File: src/rtl/axi_arb_pkg.sv
// Shared types and response codes for the AXI4-Lite request arbiter.
package axi_arb_pkg;

  typedef enum logic [1:0] {
    IDLE,
    ISSUE,
    WAIT,
    RESP
  } arb_state_t;

  localparam logic [1:0] RESP_OKAY   = 2'b00;
  localparam logic [1:0] RESP_SLVERR = 2'b10;

endpackage

File: src/rtl/rr_pick.sv
// Combinational round-robin select: searches upward from last+1 (mod N_REQ)
// and returns the first pending request as a one-hot grant plus its index.
module rr_pick #(
  parameter int unsigned N_REQ = 4
) (
  input  logic [N_REQ-1:0]         req,
  input  logic [$clog2(N_REQ)-1:0] last,
  output logic [N_REQ-1:0]         grant,
  output logic [$clog2(N_REQ)-1:0] idx
);

  localparam int unsigned IW = $clog2(N_REQ);

  int unsigned j;
  logic        found;

  always_comb begin
    grant = '0;
    idx   = '0;
    found = 1'b0;
    j     = 0;
    for (int unsigned i = 1; i <= N_REQ; i++) begin
      j = (int'(last) + i) % N_REQ;
      if (!found && req[j]) begin
        found    = 1'b1;
        grant[j] = 1'b1;
        idx      = IW'(j);
      end
    end
  end

endmodule

File: src/rtl/axi_req_arbiter.sv
// Shares one single-beat AXI4-Lite engine among N_REQ requesters: round-robin
// accept, one-cycle strobe, bounded wait for completion, response routed back.
module axi_req_arbiter
  import axi_arb_pkg::*;
#(
  parameter int unsigned N_REQ   = 4,
  parameter int unsigned TIMEOUT = 256
) (
  input  logic                   clk,
  input  logic                   rst,
  input  logic [N_REQ-1:0]       req_valid,
  input  logic [N_REQ-1:0]       req_wr,
  input  logic [N_REQ-1:0][31:0] req_addr,
  input  logic [N_REQ-1:0][31:0] req_wdata,
  output logic [N_REQ-1:0]       req_ready,
  output logic [N_REQ-1:0]       rsp_valid,
  output logic [31:0]            rsp_rdata,
  output logic [1:0]             rsp_resp,
  output logic                   rsp_timeout,
  output logic                   eng_rd,
  output logic                   eng_wr,
  output logic [31:0]            eng_addr,
  output logic [31:0]            eng_wdata,
  output logic                   eng_abort,
  input  logic                   eng_done,
  input  logic [31:0]            eng_rdata,
  input  logic [1:0]             eng_resp
);

  localparam int unsigned IW = $clog2(N_REQ);
  localparam int unsigned CW = $clog2(TIMEOUT);
  localparam logic [CW-1:0]    CntMax = CW'(TIMEOUT - 1);
  localparam logic [N_REQ-1:0] Gnt0   = N_REQ'(1);

  arb_state_t       state_q;
  logic [IW-1:0]    last_q;
  logic [IW-1:0]    win_q;
  logic             wr_q;
  logic [31:0]      addr_q;
  logic [31:0]      wdata_q;
  logic [31:0]      rdata_q;
  logic [1:0]       resp_q;
  logic             tmo_q;
  logic [CW-1:0]    cnt_q;
  logic             eng_rd_q;
  logic             eng_wr_q;
  logic [N_REQ-1:0] rsp_valid_q;

  logic [N_REQ-1:0] pick_grant;
  logic [IW-1:0]    pick_idx;
  logic             at_limit;

  rr_pick #(
    .N_REQ(N_REQ)
  ) u_pick (
    .req  (req_valid),
    .last (last_q),
    .grant(pick_grant),
    .idx  (pick_idx)
  );

  assign at_limit = (cnt_q == CntMax);

  always_ff @(posedge clk or posedge rst) begin
    if (rst) begin
      state_q     <= IDLE;
      last_q      <= IW'(N_REQ - 1);
      win_q       <= '0;
      wr_q        <= 1'b0;
      addr_q      <= '0;
      wdata_q     <= '0;
      rdata_q     <= '0;
      resp_q      <= RESP_OKAY;
      tmo_q       <= 1'b0;
      cnt_q       <= '0;
      eng_rd_q    <= 1'b0;
      eng_wr_q    <= 1'b0;
      rsp_valid_q <= '0;
    end else begin
      eng_rd_q    <= 1'b0;
      eng_wr_q    <= 1'b0;
      rsp_valid_q <= '0;
      unique case (state_q)
        IDLE: begin
          if (|req_valid) begin
            win_q    <= pick_idx;
            last_q   <= pick_idx;
            wr_q     <= req_wr[pick_idx];
            addr_q   <= req_addr[pick_idx];
            wdata_q  <= req_wdata[pick_idx];
            // Strobe is registered so it lands in the ISSUE cycle.
            eng_rd_q <= ~req_wr[pick_idx];
            eng_wr_q <= req_wr[pick_idx];
            state_q  <= ISSUE;
          end
        end
        ISSUE: begin
          cnt_q   <= '0;
          state_q <= WAIT;
        end
        WAIT: begin
          if (!at_limit) begin
            cnt_q <= cnt_q + CW'(1);
          end
          if (eng_done) begin
            rdata_q     <= wr_q ? 32'h0 : eng_rdata;
            resp_q      <= eng_resp;
            tmo_q       <= 1'b0;
            rsp_valid_q <= Gnt0 << win_q;
            state_q     <= RESP;
          end else if (at_limit) begin
            rdata_q     <= 32'h0;
            resp_q      <= RESP_SLVERR;
            tmo_q       <= 1'b1;
            rsp_valid_q <= Gnt0 << win_q;
            state_q     <= RESP;
          end
        end
        RESP: begin
          state_q <= IDLE;
        end
        default: begin
          state_q <= IDLE;
        end
      endcase
    end
  end

  // Gated by rst so no grant leaks out while reset is held.
  assign req_ready   = (state_q == IDLE && !rst) ? pick_grant : '0;
  assign eng_abort   = (state_q == WAIT) && at_limit && !eng_done;
  assign eng_rd      = eng_rd_q;
  assign eng_wr      = eng_wr_q;
  assign eng_addr    = addr_q;
  assign eng_wdata   = wdata_q;
  assign rsp_valid   = rsp_valid_q;
  assign rsp_rdata   = (state_q == RESP) ? rdata_q : 32'h0;
  assign rsp_resp    = (state_q == RESP) ? resp_q : RESP_OKAY;
  assign rsp_timeout = (state_q == RESP) && tmo_q;

endmodule

File: config.mk
export PLATFORM = sky130hd
export DESIGN_NAME = axi_req_arbiter
export DESIGN_NICKNAME = d
export VERILOG_FILES = /design/src/rtl/axi_arb_pkg.sv /design/src/rtl/rr_pick.sv /design/src/rtl/axi_req_arbiter.sv
export SDC_FILE = /design/constraint.sdc
export NUM_CORES = 1
export LEC_CHECK = 0
export ABC_AREA = 1
export BUFFER_PORTS_ARGS = -buffer_cell sky130_fd_sc_hd__buf_2
export CAP_MARGIN = 0
export CELL_PAD_IN_SITES_DETAIL_PLACEMENT = 0
export CELL_PAD_IN_SITES_GLOBAL_PLACEMENT = 1
export CORE_ASPECT_RATIO = 0.6
export CORE_MARGIN = 10
export CORE_UTILIZATION = 30
export DETAILED_ROUTE_END_ITERATION = 7
export MAX_ROUTING_LAYER = met4
export PLACE_DENSITY = 0.91
export SKIP_LAST_GASP = 1
export SYNTH_ARGS = -nofsm -noshare
export SYNTH_HDL_FRONTEND = slang
export SYNTH_SLANG_ARGS = --single-unit
File: constraint.sdc
create_clock -name clk -period 4.4 [get_ports clk]
set_input_delay 0.66 -clock clk [delete_from_list [all_inputs] [get_ports clk]]
set_output_delay 0.66 -clock clk [all_outputs]
set_load 0.02 [all_outputs]
* Yosys cells after proc, flatten, opt, wreduce, memory -nomap -nowiden *
Cells that the tools add are included.

word-level totals
  output and inout port bits = 110
  logic and storage cells = 119
  flip-flop bits (word level) = 120
  input bits = 301

operators by class
  add/sub/neg operators = 5
  multiplexer cells = 56
  eq/ne operators = 7
  shift operators = 1
  bitwise logic cells = 4
  reduce and logical (&&, ||, !) cells = 24
  magnitude comparators = 9

operators with widths
  operator                                              number
  2-to-1 mux 32 bit                                     6
  binary-select mux 32 bit (select 2 bit)               2
  2-to-1 mux 4 bit                                      8
  2-to-1 mux 2 bit                                      10
  2-to-1 mux 1 bit                                      18
  case mux 8 bit (2 select lines)                       1
  < comparator 2 x 3 -> 1 bit (second input constant)   5
  OR 4 bit                                              3
  logical AND 1 bit                                     11
  binary-select mux 1 bit (select 2 bit)                5
  adder 8 x 1 -> 8 bit (second input constant)          1
  demux 1 bit (select 2 bit)                            4
  == test 8 bit (second input constant)                 1
  >= comparator 2 x 1 -> 1 bit (second input constant)  4
  2-to-1 mux 8 bit                                      1
  case mux 2 bit (4 select lines)                       1
  AND reduction 2 bit                                   4
  zero test 1 bit                                       5
  adder 2 x 1 -> 2 bit (second input constant)          2
  adder 2 bit (second input constant)                   2
  == test 2 bit (second input constant)                 2
  inequality test 2 bit (second input constant)         2
  nonzero test 2 bit                                    2
  OR reduction 4 bit                                    1
  other kinds (5)                                       5

* Logic depth before layout (Yosys ltp) *
Gate-level depths: netlist of run 1.

  word-level depth = 18
  gate-level depth with buffers = 17
  mapped depth without buffers = 14

* Cells and area by module *
From an unflattened synthesis of run 1, not the netlist that was laid out.

unflattened totals
  cell total of the unflattened synthesis = 1153
  area, all modules = 7666.1 µm²

by module, submodules not included
  module           seq. area each (µm²)  cells each  area each (µm²)  instances
  axi_req_arbiter  3005.4                1068        7130.6           1
  rr_pick          0.0                   85          535.5            1

* Least setup slack after synthesis of run 1 *
No wires, ideal clock.

  path type = flip-flop to output port
  start = reg last_q[0]
  end = out req_ready[1]
  arrival time = 1944 ps
  buffers on the path = 1
  cell stages (with the launch flop) = 14
  required time = 3740 ps
  path slack = 1796 ps
  path through = dfstp_2 > buf_6 > inv_4 > ha_1 > inv_1 > nand3_2 > nand2_4 > inv_1 > nand3_1 > o21ai_0 > a21oi_1 > o21ai_0 > nand2_1 > inv_1

on the way
  cells in the longest elaborated chain, start to end = 14
  elaborated cells between the ends (all ways) = 49
  classes of those cells = 4 x add/sub; 8 x order compare; 24 x mux; 3 x bitwise; 10 x reduce/logical

RTL lines
  item                                                                                  RTL line                source
  start, declared                                                                       axi_req_arbiter.sv:36   logic [IW-1:0] last_q;
  start signal, assigned                                                                axi_req_arbiter.sv:67   last_q <= IW'(N_REQ - 1);
  start signal, assigned                                                                axi_req_arbiter.sv:87   last_q <= pick_idx;
  parallel branches: the longest is 12 deep, another holds < comparator 2 x 3 -> 1 bit  -
  2-to-1 mux 4 bit *                                                                    rr_pick.sv:24           if (!found && req[j]) begin
  2-to-1 mux 4 bit *                                                                    axi_req_arbiter.sv:130  assign req_ready = (state_q == IDLE && !rst) ? pick_grant : '0;
  end, declared                                                                         axi_req_arbiter.sv:15   output logic [N_REQ-1:0] req_ready,

Every way passes the cells marked *. The select of a mux whose other input is x is not followed.

* Worst setup path after layout of run 1 *
  start = reg last_q[0]
  end = out req_ready[0]

The elaborated chain is that of the path after synthesis.

==> impl_results.md, run 1 <==
* Area after DPL at just under 0.01 mm²
* CP arrival at 2.77 ns
* # DRC at 0
* Mapped Area at 0.007630 mm²
* Category of the most critical setup path: reg -> out
* Antenna Nets Post-Route at 0
* Num CTS Buffers at 17
* Relative slew slack at ~16%
* Status: finished clean
* Clock skew at just under 0.009 ns
* Pre-CTS WS at ~1.0 ns
* Cell chosen for the clock root: clkbuf_16
* Final Critical Period at between 3 and 4 ns
* Post-Syn Area per Cell at 6.764 µm²
* Fin nets at 1800
* Vias per cell at between 4 and 5
* Initial antenna violation count at 8
* Post-route worst setup slack at roughly 0.97 ns
* Fill cell count at 2695
* Vias at just over 9000
* Post-cts gate resize count at 0
* Final WL at 32550 µm
* Fin crit share at 77.95%
* Hold Path Class: in -> async
* Post-CTS Setup Bufs at 0
* Final hold vios at 0
* Worst EP required at about 3.7 ns
* Post-synthesis sequential area ratio at between 30% and 40%
* Share of the synthesized area in the top cell type at around two fifths
* Flop2flop setup slack at about 1.0 ns
* Final instance area at 0.01046 mm²
* Placeable Area at 0.02517 mm²
* Worst-path clk slew at 0.06 ns
* Final setup violation count at 0
* Vias in the first global route at 8796
* Post-synth cell types at 36
* YS warnings at 0
* Max Freq at between 200 and 300 MHz
* H-tree levels at 4
* Top post-synthesis cells by area: dfrtp_1 39%, nand3_1 24%, nand2_1 20%
* Syn_nets at between 1000 and 1500
* Initial Util at between 30% and 40%
* Unrepaired setup endpoints after global routing: false
* Largest net degree at the start of global routing at 131
* Row count at 45
* Clk_lat worst skew at between 0.4 and 0.5 ns
* DR pass1 iterations at 5
* Worst-case vdd ir drop at 0.9597 mV
* Hold_ws at between 0.3 and 0.4 ns
* Largest area contributor in the netlist: dfrtp_1
* Power Dens Cells at just under 1000 mW/mm²
* First-pass GRT wire length at between 40000 and 50000 µm
* Die width at between 200 and 250 µm
* Slew Limit Fails at 0
* Die area at about 0.032 mm²
* Initial drt markers at 618
* Synth Register Bits at 120
* Clk sink count at 120
* Sum Neg Setup Slack at 0 ns
* CP Launch Type: register
* Largest fanout on the critical path at 12
* Pleak at 6.131 nW
* WL/cell at approximately 18 µm
* MaxCap Viol Count at 0
* HPWL Detailed at between 20000 and 25000 µm
* CTS Buffer Depth at 2
* GPL Wtd Cong at just over 0.9
* Die height at ~140 µm
* Share of layout cells above drive strength 1 at between 30% and 40%
* Synth Instances at around 1100
* Final core utilization at between 40 and 50%
* Total track usage at 19.83%
* Area growth syn-to-layout at 37.08%
* CTS tree: built
* Worst-Margin Slew at between 1 and 1.5 ns
* Cts hold-fix bufs at 0
* CP endpoint kind: output port
* # IOs at 411
* IO Port Bufs at between 400 and 500
* Overflow after GRT at 0
-- worst paths after layout --
| check | from | endpoint | cells after the start |
|---|---|---|---|
| min in group clk | win_q[0]$_DFFE_PP0P_ | rsp_valid[2]$_DFF_PP0_ | 1 |
| max | last_q[0]$_DFFE_PP1P_ | req_ready[0] | 11 |
| min reg2reg | win_q[0]$_DFFE_PP0P_ | rsp_valid[2]$_DFF_PP0_ | 1 |
| min | rst | cnt_q[1]$_DFFE_PP0P_ | 2 |
| max reg2reg | last_q[0]$_DFFE_PP1P_ | wr_q$_DFFE_PP0P_ | 13 |
| max in group asynchronous | rst | eng_addr[31]$_DFFE_PP0P_ | 3 |
-- cell usage after synthesis --
master,n
o22a_1,1
nor2_1,10
a22oi_1,1
inv_4,1
inv_2,3
or2_2,1
nor3b_1,1
nand2_2,5
nor2_2,1
nand4_2,1
nor3_1,5
a31oi_1,2
o21ai_1,1
dfrtp_1,118
ha_1,13
a21boi_0,1
o21ai_0,18
nand2_4,1
nand4_1,3
nand3_1,366
a21oi_1,8
nand2_1,401
inv_1,69
nor2_4,2
buf_2,22
clkbuf_1,34
buf_4,16
a21oi_2,1
xor2_1,1
nand3_2,4
o21bai_1,1
a22o_1,1
o22ai_1,1
buf_1,10
dfstp_2,2
buf_6,2
-- critical path: stages, from the launching register on --
cell     delay (ns)
dfstp_2        0.69
inv_4          0.12
ha_1           0.37
inv_1          0.08
nand3_2        0.10
nand2_4        0.09
nor2_4         0.19
nand3_2        0.18
o21ai_0        0.24
nand2_1        0.07
inv_1          0.07
buf_2          0.16
-- stage by stage --
stage	power [mW]	cells
finish	10.09	1834
floorplan	7.033	1128
detailed placement	8.700	1796
global placement	8.606	1796
CTS	10.17	1827
global route	11.07	1834
-- cell type report --
class                   count  area [µm²]  area share [%]
diodes                      7       17.52          0.1675
clock buffers              25       505.5           4.833
clock inverters             6       88.84          0.8494
inverters                  73       279.0           2.668
multi-input cells         851        3964           37.90
flip-flops and latches    120        3005           28.74
well taps                 329       411.6           3.936
repair buffers            423        2187           20.91
-- sequential cells by signal, indices dropped and copies added, names as in the netlist --
register and flops:
rsp_valid 4, win_q 2, eng_wdata 32, eng_rd 1
state_q 2, eng_addr 32, eng_wr 1, tmo_q 1
resp_q 2, cnt_q 8, last_q 2, rdata_q 32
wr_q 1
-- metal layers --
layer	up-vias	wire length [µm]	GRT usage [%]	part of all wire, %
met2	369	15260	31.00	47
met5	-	0	-	0
met4	0	845	6.546	2.6
li1	4405	-	-	-
met3	48	2617	5.230	8.0
met1	4252	13830	24.56	42
-- cells by family after synthesis --
kind of cell,share of synthesized area [%]
AOI/OAI and AO/OA,2.657
xor gates and xnor gates,0.1148
DFF,39.39
buffers and inverters,9.102
adders and majority gates,2.132
and+or+nand+nor,46.61
-- where the power goes --
part           internal (mW)  switching, mW
Clock                  0.907          0.514
Combinational           2.09           4.63
Sequential              1.64          0.314
Total                   4.64           5.45
-- layout by cell type (no fill, tap or decap), drive strengths merged --
master / netlist / layout
buf: 50 / 423
nand2: 407 / 407
nand3: 370 / 370
dfrtp: 118 / 118
inv: 73 / 73
clkbuf: 34 / 25
o21ai: 19 / 19
ha: 13 / 13
nor2: 13 / 13
a21oi: 9 / 9
diode: 0 / 7
nor3: 5 / 5
nand4: 4 / 4
a31oi: 2 / 2
bufinv: 0 / 2
clkinvlp: 0 / 2
dfstp: 2 / 2
clkinv: 0 / 2
a21boi: 1 / 1
or2: 1 / 1
o22a: 1 / 1
o22ai: 1 / 1
a22oi: 1 / 1
o21bai: 1 / 1
nor3b: 1 / 1
xor2: 1 / 1
a22o: 1 / 1
No activity file was read; power rests on OpenSTA's default activity.
==> run 2, diff against run 1 <==
--- a/config.mk
+++ b/config.mk
@@ -5,17 +5,17 @@
 export SDC_FILE = /design/constraint.sdc
 export NUM_CORES = 1
 export LEC_CHECK = 0
-export ABC_AREA = 1
+export ABC_AREA = 0
 export BUFFER_PORTS_ARGS = -buffer_cell sky130_fd_sc_hd__buf_2
 export CAP_MARGIN = 0
 export CELL_PAD_IN_SITES_DETAIL_PLACEMENT = 0
 export CELL_PAD_IN_SITES_GLOBAL_PLACEMENT = 1
 export CORE_ASPECT_RATIO = 0.6
 export CORE_MARGIN = 10
-export CORE_UTILIZATION = 30
+export CORE_UTILIZATION = 31
 export DETAILED_ROUTE_END_ITERATION = 7
 export MAX_ROUTING_LAYER = met4
-export PLACE_DENSITY = 0.91
+export PLACE_DENSITY = 0.88
 export SKIP_LAST_GASP = 1
 export SYNTH_ARGS = -nofsm -noshare
 export SYNTH_HDL_FRONTEND = slang
==> constraint.sdc (replaced) <==
create_clock -name clk -period 3.1 [get_ports clk]
set_input_delay 0.465 -clock clk [delete_from_list [all_inputs] [get_ports clk]]
set_output_delay 0.465 -clock clk [all_outputs]
set_load 0.02 [all_outputs]
==> run 2 against run 1 <==
The run now ends with setup timing left. Die area is 11% higher. Count of clock-buffer cells in the layout decreased by 3. Global-route usage is 0.33 points higher. First-iteration DRC count increased by 7.0%. Hold slack worse by 0.15 ns. Sequential share of layout area down 4.6 points. Synthesized area grew 16%. Sequential power grew 40%.
==> impl_results.md, run 2 <==
* First-pass GRT wire length at 55010 µm (+11%)
* Final instance area at 0.01249 mm² (+19%)
* Final core utilization at 44.79% (+3.2 points)
* Placeable Area at 0.02787 mm² (+11%)
* Vias in the first global route at 9417 (+7.1%)
* Initial antenna violation count at 5 (-3)
* Power Dens Cells at 1269 mW/mm² (+32%)
* Mapped Area at 0.008869 mm² (+16%)
* Critical path buffers and inverters at 2 (-2)
* DR pass1 iterations at 4 (-1)
* CTS Buffer Depth at 2 (unchanged)
* Overflow after GRT at 0 (unchanged)
* Slowest cell delay on critical path at 0.75 ns (+0.06 ns)
* Synth Instances at 1015 (-10%)
* Most frequent cells in the layout: 406 x buf_2, 142 x nand2_1, 133 x mux2i_1
* Register share of total power at 17.3% (-2.1 points)
* # IOs at 411 (unchanged)
* Hold Path Class: in -> reg
* Vias per cell at 5.182 (+4.7%)
* Total track usage at 20.16% (+0.33 points)
* Hold_ws at 0.2433 ns (-0.1535 ns)
* Worst-path clk slew at 0.06 ns (about the same)
* Die height at 151.0 µm (+5.2%)
* IO Port Bufs at 410 (unchanged)
* Row count at 47 (+4.4%)
* Fin nets at 1724 (-4.2%)
* Max Freq at between 300 and 400 MHz
* Pleak at 6.168 nW (+0.61%)
* Initial drt markers at 661 (+7.0%)
* Share of layout cells above drive strength 1 at 39.49% (+7.7 points)
* Gate power share at 69.1% (+2.6 points)
* CP arrival at 2.76 ns (about the same)
* Clk sink count at 120 (unchanged)
* Worst-Margin Slew at 0.6879 ns (-0.5762 ns)
* Worst-case vdd ir drop at 0.7150 mV (-25%)
* Clk_lat worst skew at 0.44 ns (+0.02 ns)
* Clock skew at 0.009367 ns (+0.0004889 ns)
* Category of the most critical setup path: reg -> out
* Critical path, cell by cell: inv_4 -> ha_4 -> mux4_4 -> a221oi_4 -> nor2_2 -> buf_6
* Final setup violation count at 4 (+4)
* Post-route worst setup slack at -0.1283 ns (-1.099 ns)
* Largest net degree at the start of global routing at 120 (-8.4%)
* Die area at 0.03600 mm² (+11%)
* Cell chosen for the clock root: clkbuf_16
* Main flop type after synthesis: dfrtp_1
* Die width at 238.4 µm (+5.5%)
* # DRC at 0 (unchanged)
* Post-Syn Area per Cell at 8.737 µm² (+29%)
* Final WL at 36890 µm (+13%)
* WL/cell at 20.54 µm (+16%)
* YS warnings at 0 (unchanged)
* Slowest stage cell, crit path: mux4_4
* Status: complete, but fails checks
* Failing checks: setup timing
* Final hold vios at 0 (unchanged)
* Initial Util at 31.82% (+1.5 points)
* HPWL Detailed at 26670 µm (+9.4%)
* MaxCap Viol Count at 0 (unchanged)
* Vias at 9307 (+2.6%)
* Fin crit share at 104.1%
* Worst EP required at 2.63 ns (-1.11 ns)
* CTS tree: built
* Unrepaired setup endpoints after global routing: true
* Slew Limit Fails at 0 (unchanged)
* Share of the synthesized area in the top cell type at 33.30% (-5.4 points)
* Async set or reset register ratio after synthesis at 100.0% (unchanged)
* Post-synth cell types at 51 (+42%)
* Largest fanout on the critical path at 6 (-6)
* Crit path max-delay family: multiplexers
* Syn_nets at 1329 (-7.8%)
* Post-synthesis sequential area ratio at 33.89% (-5.5 points)
* Area after DPL at 0.01145 mm² (+16%)
* EDFF count, synth at 0 (unchanged)
* Num CTS Buffers at 17 (unchanged)
* Total power at 15.85 mW (+57%)
* Count leader, synth: nand2_1
* Antenna Nets Post-Route at 0 (unchanged)
* Clk pwr share at 13.6% (-0.5 points)
* P_int at 8.588 mW (+85%)
* Switching pwr at 7.259 mW (+33%)
* CP Launch Type: register
* H-tree levels at 4 (unchanged)
* Net Sw Frac at 45.81% (-8.2 points)
* Synth Register Bits at 120 (unchanged)
* CP endpoint kind: output port
* Largest area contributor in the netlist: dfrtp_1
* Final Critical Period at about 3.2 ns
* Commonest non-fill, non-tap cell in the layout: buf_2
* Top post-synthesis cells by area: dfrtp_1 33%, mux2i_1 15%, o221ai_1 6.5%
* Pre-CTS WS at -0.05421 ns (-1.076 ns)
* Area growth syn-to-layout at 40.79%
* GPL Wtd Cong at 0.9214 (-0.63%)
* Top cells by count, synth: 142 x nand2_1, 133 x mux2i_1, 118 x dfrtp_1
* Relative slew slack at 54.14% (+38 points)
## run 2: path summary, 6_finish.rpt
path                                          from                        end  slack [ns]  depth (start not counted)
hold reg to reg            rdata_q[15]$_DFFE_PP0P_    rdata_q[15]$_DFFE_PP0P_        0.46                          2
hold / removal                        eng_rdata[7]     rdata_q[7]$_DFFE_PP0P_        0.24                          3
setup / recovery             last_q[0]$_DFFE_PP1P_               req_ready[0]       -0.13                          6
max in group asynchronous                      rst   eng_addr[26]$_DFFE_PP0P_        1.71                          4
min in group asynchronous                      rst  eng_wdata[17]$_DFFE_PP0P_        0.50                          3
setup reg to reg             last_q[0]$_DFFE_PP1P_           eng_rd$_DFF_PP0_        0.06                         11
## run 2: stage by stage
step           setup TNS (ns)  std cells
3_5_place_dp          -0.1320       1737
3_3_place_gp                0       1737
5_1_grt                -1.092       1795
2_1_floorplan         -0.3733       1015
4_1_cts               -0.2243       1778
6_report              -0.4651       1796
## run 2: power groups by stage
| stage | clock (mW) | sequential (mW) | combinational [mW] |
|---|---|---|---|
| 3_3_place_gp | 0 | 2.72 | 9.87 |
| 6_report | 2.16 | 2.74 | 11.0 |
| 5_1_grt | 2.29 | 2.83 | 11.9 |
| 3_5_place_dp | 0 | 2.75 | 10.1 |
| 2_1_floorplan | 0 | 3.20 | 6.56 |
| 4_1_cts | 2.21 | 2.74 | 10.3 |
## run 2: repair_timing
item	in CTS	in global routing
pin swaps	6	7
resized for setup	14	20
hold buffers	1	0
setup endpoints to repair	23	62
buffers inserted	7	7
hold endpoints to repair	1	0
cloned	1	5
## run 2: area by class of cell
type	count	area [µm²]
clock buffer	22	494.2
multi-input combinational	790	5544
clock inverter	10	141.4
fill	2756	15390
inverter	10	43.79
sequential	120	3009
tap	367	459.2
timing repair buffer	471	2779
antenna	6	15.01
## run 2: worst min-delay path: stages
cell and delay [ns]:
buf_2 0.07, nand3_1 0.05, nand2_1 0.06
## run 2: cell families (layout without fill, tap and decap cells)
| group | after synthesis | count (layout) | synth area share (%) |
|---|---|---|---|
| mux | 205 | 206 | 24.53 |
| simple gates | 391 | 391 | 19.74 |
| other cells | 0 | 6 | 0 |
| buf+inv | 106 | 513 | 5.432 |
| flops | 120 | 120 | 33.89 |
| xor+xnor | 5 | 5 | 0.4938 |
| fa+ha+maj | 13 | 13 | 1.834 |
| compound gates | 175 | 175 | 14.08 |
## run 2: routing by layer
metal  global-route usage, %  vias up  wire length, µm
li1                        -     4467                -
met1                   24.04     4458            15810
met2                   32.14      345            17580
met3                   6.786       37             2796
met4                   5.550        0              708
met5                       -        -                0
==> run 3, diff against run 2 <==
--- a/config.mk
+++ b/config.mk
@@ -16,6 +16,7 @@
 export DETAILED_ROUTE_END_ITERATION = 7
 export MAX_ROUTING_LAYER = met4
 export PLACE_DENSITY = 0.88
+export SETUP_SLACK_MARGIN = 0.5
 export SKIP_LAST_GASP = 1
 export SYNTH_ARGS = -nofsm -noshare
 export SYNTH_HDL_FRONTEND = slang
==> run 3 against run 2 <==
The flow now finishes without violations. Global-route usage up 2.1 points. Via count up 4.4%. Count of clock-buffer cells in the layout up 1. Design area up 11%. Register-to-register slack about the same. Sequential power about the same. Core utilization up 5.0 points. Critical path type unchanged. Highest routed layer unchanged.
==> impl_results.md, run 3 (synthesis gave the netlist of run 2 again) <==
* Status: finished clean
* Vias at 9719 (+4.4%)
* CP endpoint kind: output port
* Final instance area at 0.01388 mm² (+11%)
* Fin nets at 1752 (+1.6%)
* Slew Limit Fails at 0 (unchanged)
* Clk sink count at 120 (unchanged)
* IO Port Bufs at 410 (unchanged)
* Flop2flop setup slack at 0.05 ns (about the same)
* Clock skew at 0.01153 ns (+0.002162 ns)
* Die area at 0.03600 mm² (unchanged)
* Total track usage at 22.27% (+2.1 points)
* Power Dens Cells at 1489 mW/mm² (+17%)
* CP Launch Type: register
* H-tree levels at 4 (unchanged)
* Area after DPL at 0.01161 mm² (+1.4%)
* Die width at 238.4 µm (unchanged)
* Largest net degree at the start of global routing at 121 (+0.83%)
* Share of layout cells above drive strength 1 at 48.21% (+8.7 points)
* MaxCap Viol Count at 0 (unchanged)
* Worst Reg-to-Reg Cells at 11 (unchanged)
* Num CTS Buffers at 17 (unchanged)
* Placeable Area at 0.02787 mm² (unchanged)
* Area growth syn-to-layout at 56.53%
* HPWL Detailed at 26110 µm (-2.1%)
* First-pass GRT wire length at 59660 µm (+8.4%)
* Final core utilization at 49.80% (+5.0 points)
* Fill cell count at 2611 (-5.3%)
* Antenna Nets Post-Route at 0 (unchanged)
* Worst EP required at 2.63 ns (about the same)
* Pre-CTS WS at 0.02956 ns (+0.08378 ns)
* Worst-Margin Slew at 0.7421 ns (+0.05414 ns)
* CTS Buffer Depth at 2 (unchanged)
* Largest fanout on the critical path at 8 (+2)
* Max Freq at 323.3 MHz (+4.4%)
* WL/cell at 22.48 µm (+9.4%)
* Hold_ws at 0.2354 ns (-0.007925 ns)
* Initial antenna violation count at 2 (-3)
* Cell chosen for the clock root: clkbuf_16
* Unrepaired setup endpoints after global routing: true
* # IOs at 411 (unchanged)
* Hold Path Class: in -> async
* Most frequent cells in the layout: 406 x buf_2, 142 x nand2_1, 123 x mux2i_1
* Pleak at 6.832 nW (+11%)
* # DRC at 0 (unchanged)
* Fin crit share at 99.77% (-4.4 points)
* Final setup violation count at 0 (-4)
* Vias per cell at 5.328 (+2.8%)
* Die height at 151.0 µm (unchanged)
* Cts hold-fix bufs at 0 (-1)
* CP arrival at 2.63 ns (-0.13 ns)
* CTS tree: built
* DR pass1 iterations at 5 (+1)
* Vias in the first global route at 9562 (+1.5%)
* Post-route worst setup slack at 0.007278 ns (+0.1356 ns)
* Critical R2R Launch: last_q[0]$_DFFE_PP1P_
* Overflow after GRT at 0 (unchanged)
* Total power at 20.68 mW (+30%)
* GPL Wtd Cong at 0.8319 (-9.7%)
* Initial Util at 31.82% (unchanged)
* Worst-path clk slew at 0.06 ns (about the same)
* Relative slew slack at 50.53% (-3.6 points)
* Clk_lat worst skew at 0.44 ns (about the same)
* Initial drt markers at 686 (+3.8%)
* Worst-case vdd ir drop at 0.7044 mV (-1.5%)
* Row count at 47 (unchanged)
* Final Critical Period at 3.093 ns (-0.1356 ns)
* Reg2reg end: eng_rd$_DFF_PP0_
* Final WL at 41000 µm (+11%)
* Final hold vios at 0 (unchanged)
* Commonest non-fill, non-tap cell in the layout: buf_2
* Category of the most critical setup path: reg -> out
-- run 3: how the worst max path moves through the flow --
stage / from / endpoint
2_1_floorplan: rst / req_ready[0]
3_3_place_gp: last_q[0]$_DFFE_PP1P_ / eng_rd$_DFF_PP0_
3_5_place_dp: last_q[0]$_DFFE_PP1P_ / eng_addr[14]$_DFFE_PP0P_
4_1_cts: last_q[0]$_DFFE_PP1P_ / req_ready[2]
5_1_grt: last_q[0]$_DFFE_PP1P_ / req_ready[2]
6_report: last_q[0]$_DFFE_PP1P_ / req_ready[3]
-- run 3: stage by stage --
step	setup TNS [ns]	cells
finish	0	1824
global route	-0.3954	1819
CTS	-0.005411	1813
detailed placement	0	1719
global placement	0	1719
floorplan	-0.3733	1015
-- run 3: where the power goes --
part	internal (mW)	switching, mW	leakage [nW]
logic	8.03	7.75	5.01
clock network	1.38	0.760	0.293
registers	2.33	0.429	1.52
total	11.7	8.93	6.83
-- run 3: routing by layer --
metal | vias up | part of all wire [%] | track usage [%] | wire (µm)
met1 | 4727 | 45 | 28.71 | 18310
met5 | - | 0 | - | 0
met4 | 0 | 1.5 | 5.614 | 608
li1 | 4559 | - | - | -
met2 | 383 | 47 | 34.94 | 19280
met3 | 50 | 6.8 | 4.954 | 2790
-- run 3: what timing repair did --
item	in CTS	in global routing
setup buffers	41	3
gates resized for setup	76	75
pin swaps	11	7
cloned	22	1
setup endpoints to repair	74	110
-- run 3: final cells by class --
type / instances / area [µm²] / share of cell area [%]
multi-input cells: 790 / 6142 / 44.25
repair buffers: 499 / 3592 / 25.88
flip-flops and latches: 120 / 3009 / 21.68
clock buffers: 23 / 467.9 / 3.371
well taps: 367 / 459.2 / 3.308
clock inverters: 8 / 145.1 / 1.046
inverters: 10 / 48.80 / 0.3515
diodes: 7 / 17.52 / 0.1262
-- run 3: critical path, cell delays in order (launching register included) --
cell,delay (ns)
dfstp_4,0.65
inv_8,0.04
ha_4,0.28
buf_4,0.17
mux4_2,0.59
nor2_2,0.16
a221oi_2,0.05
nor2_1,0.11
buf_4,0.16
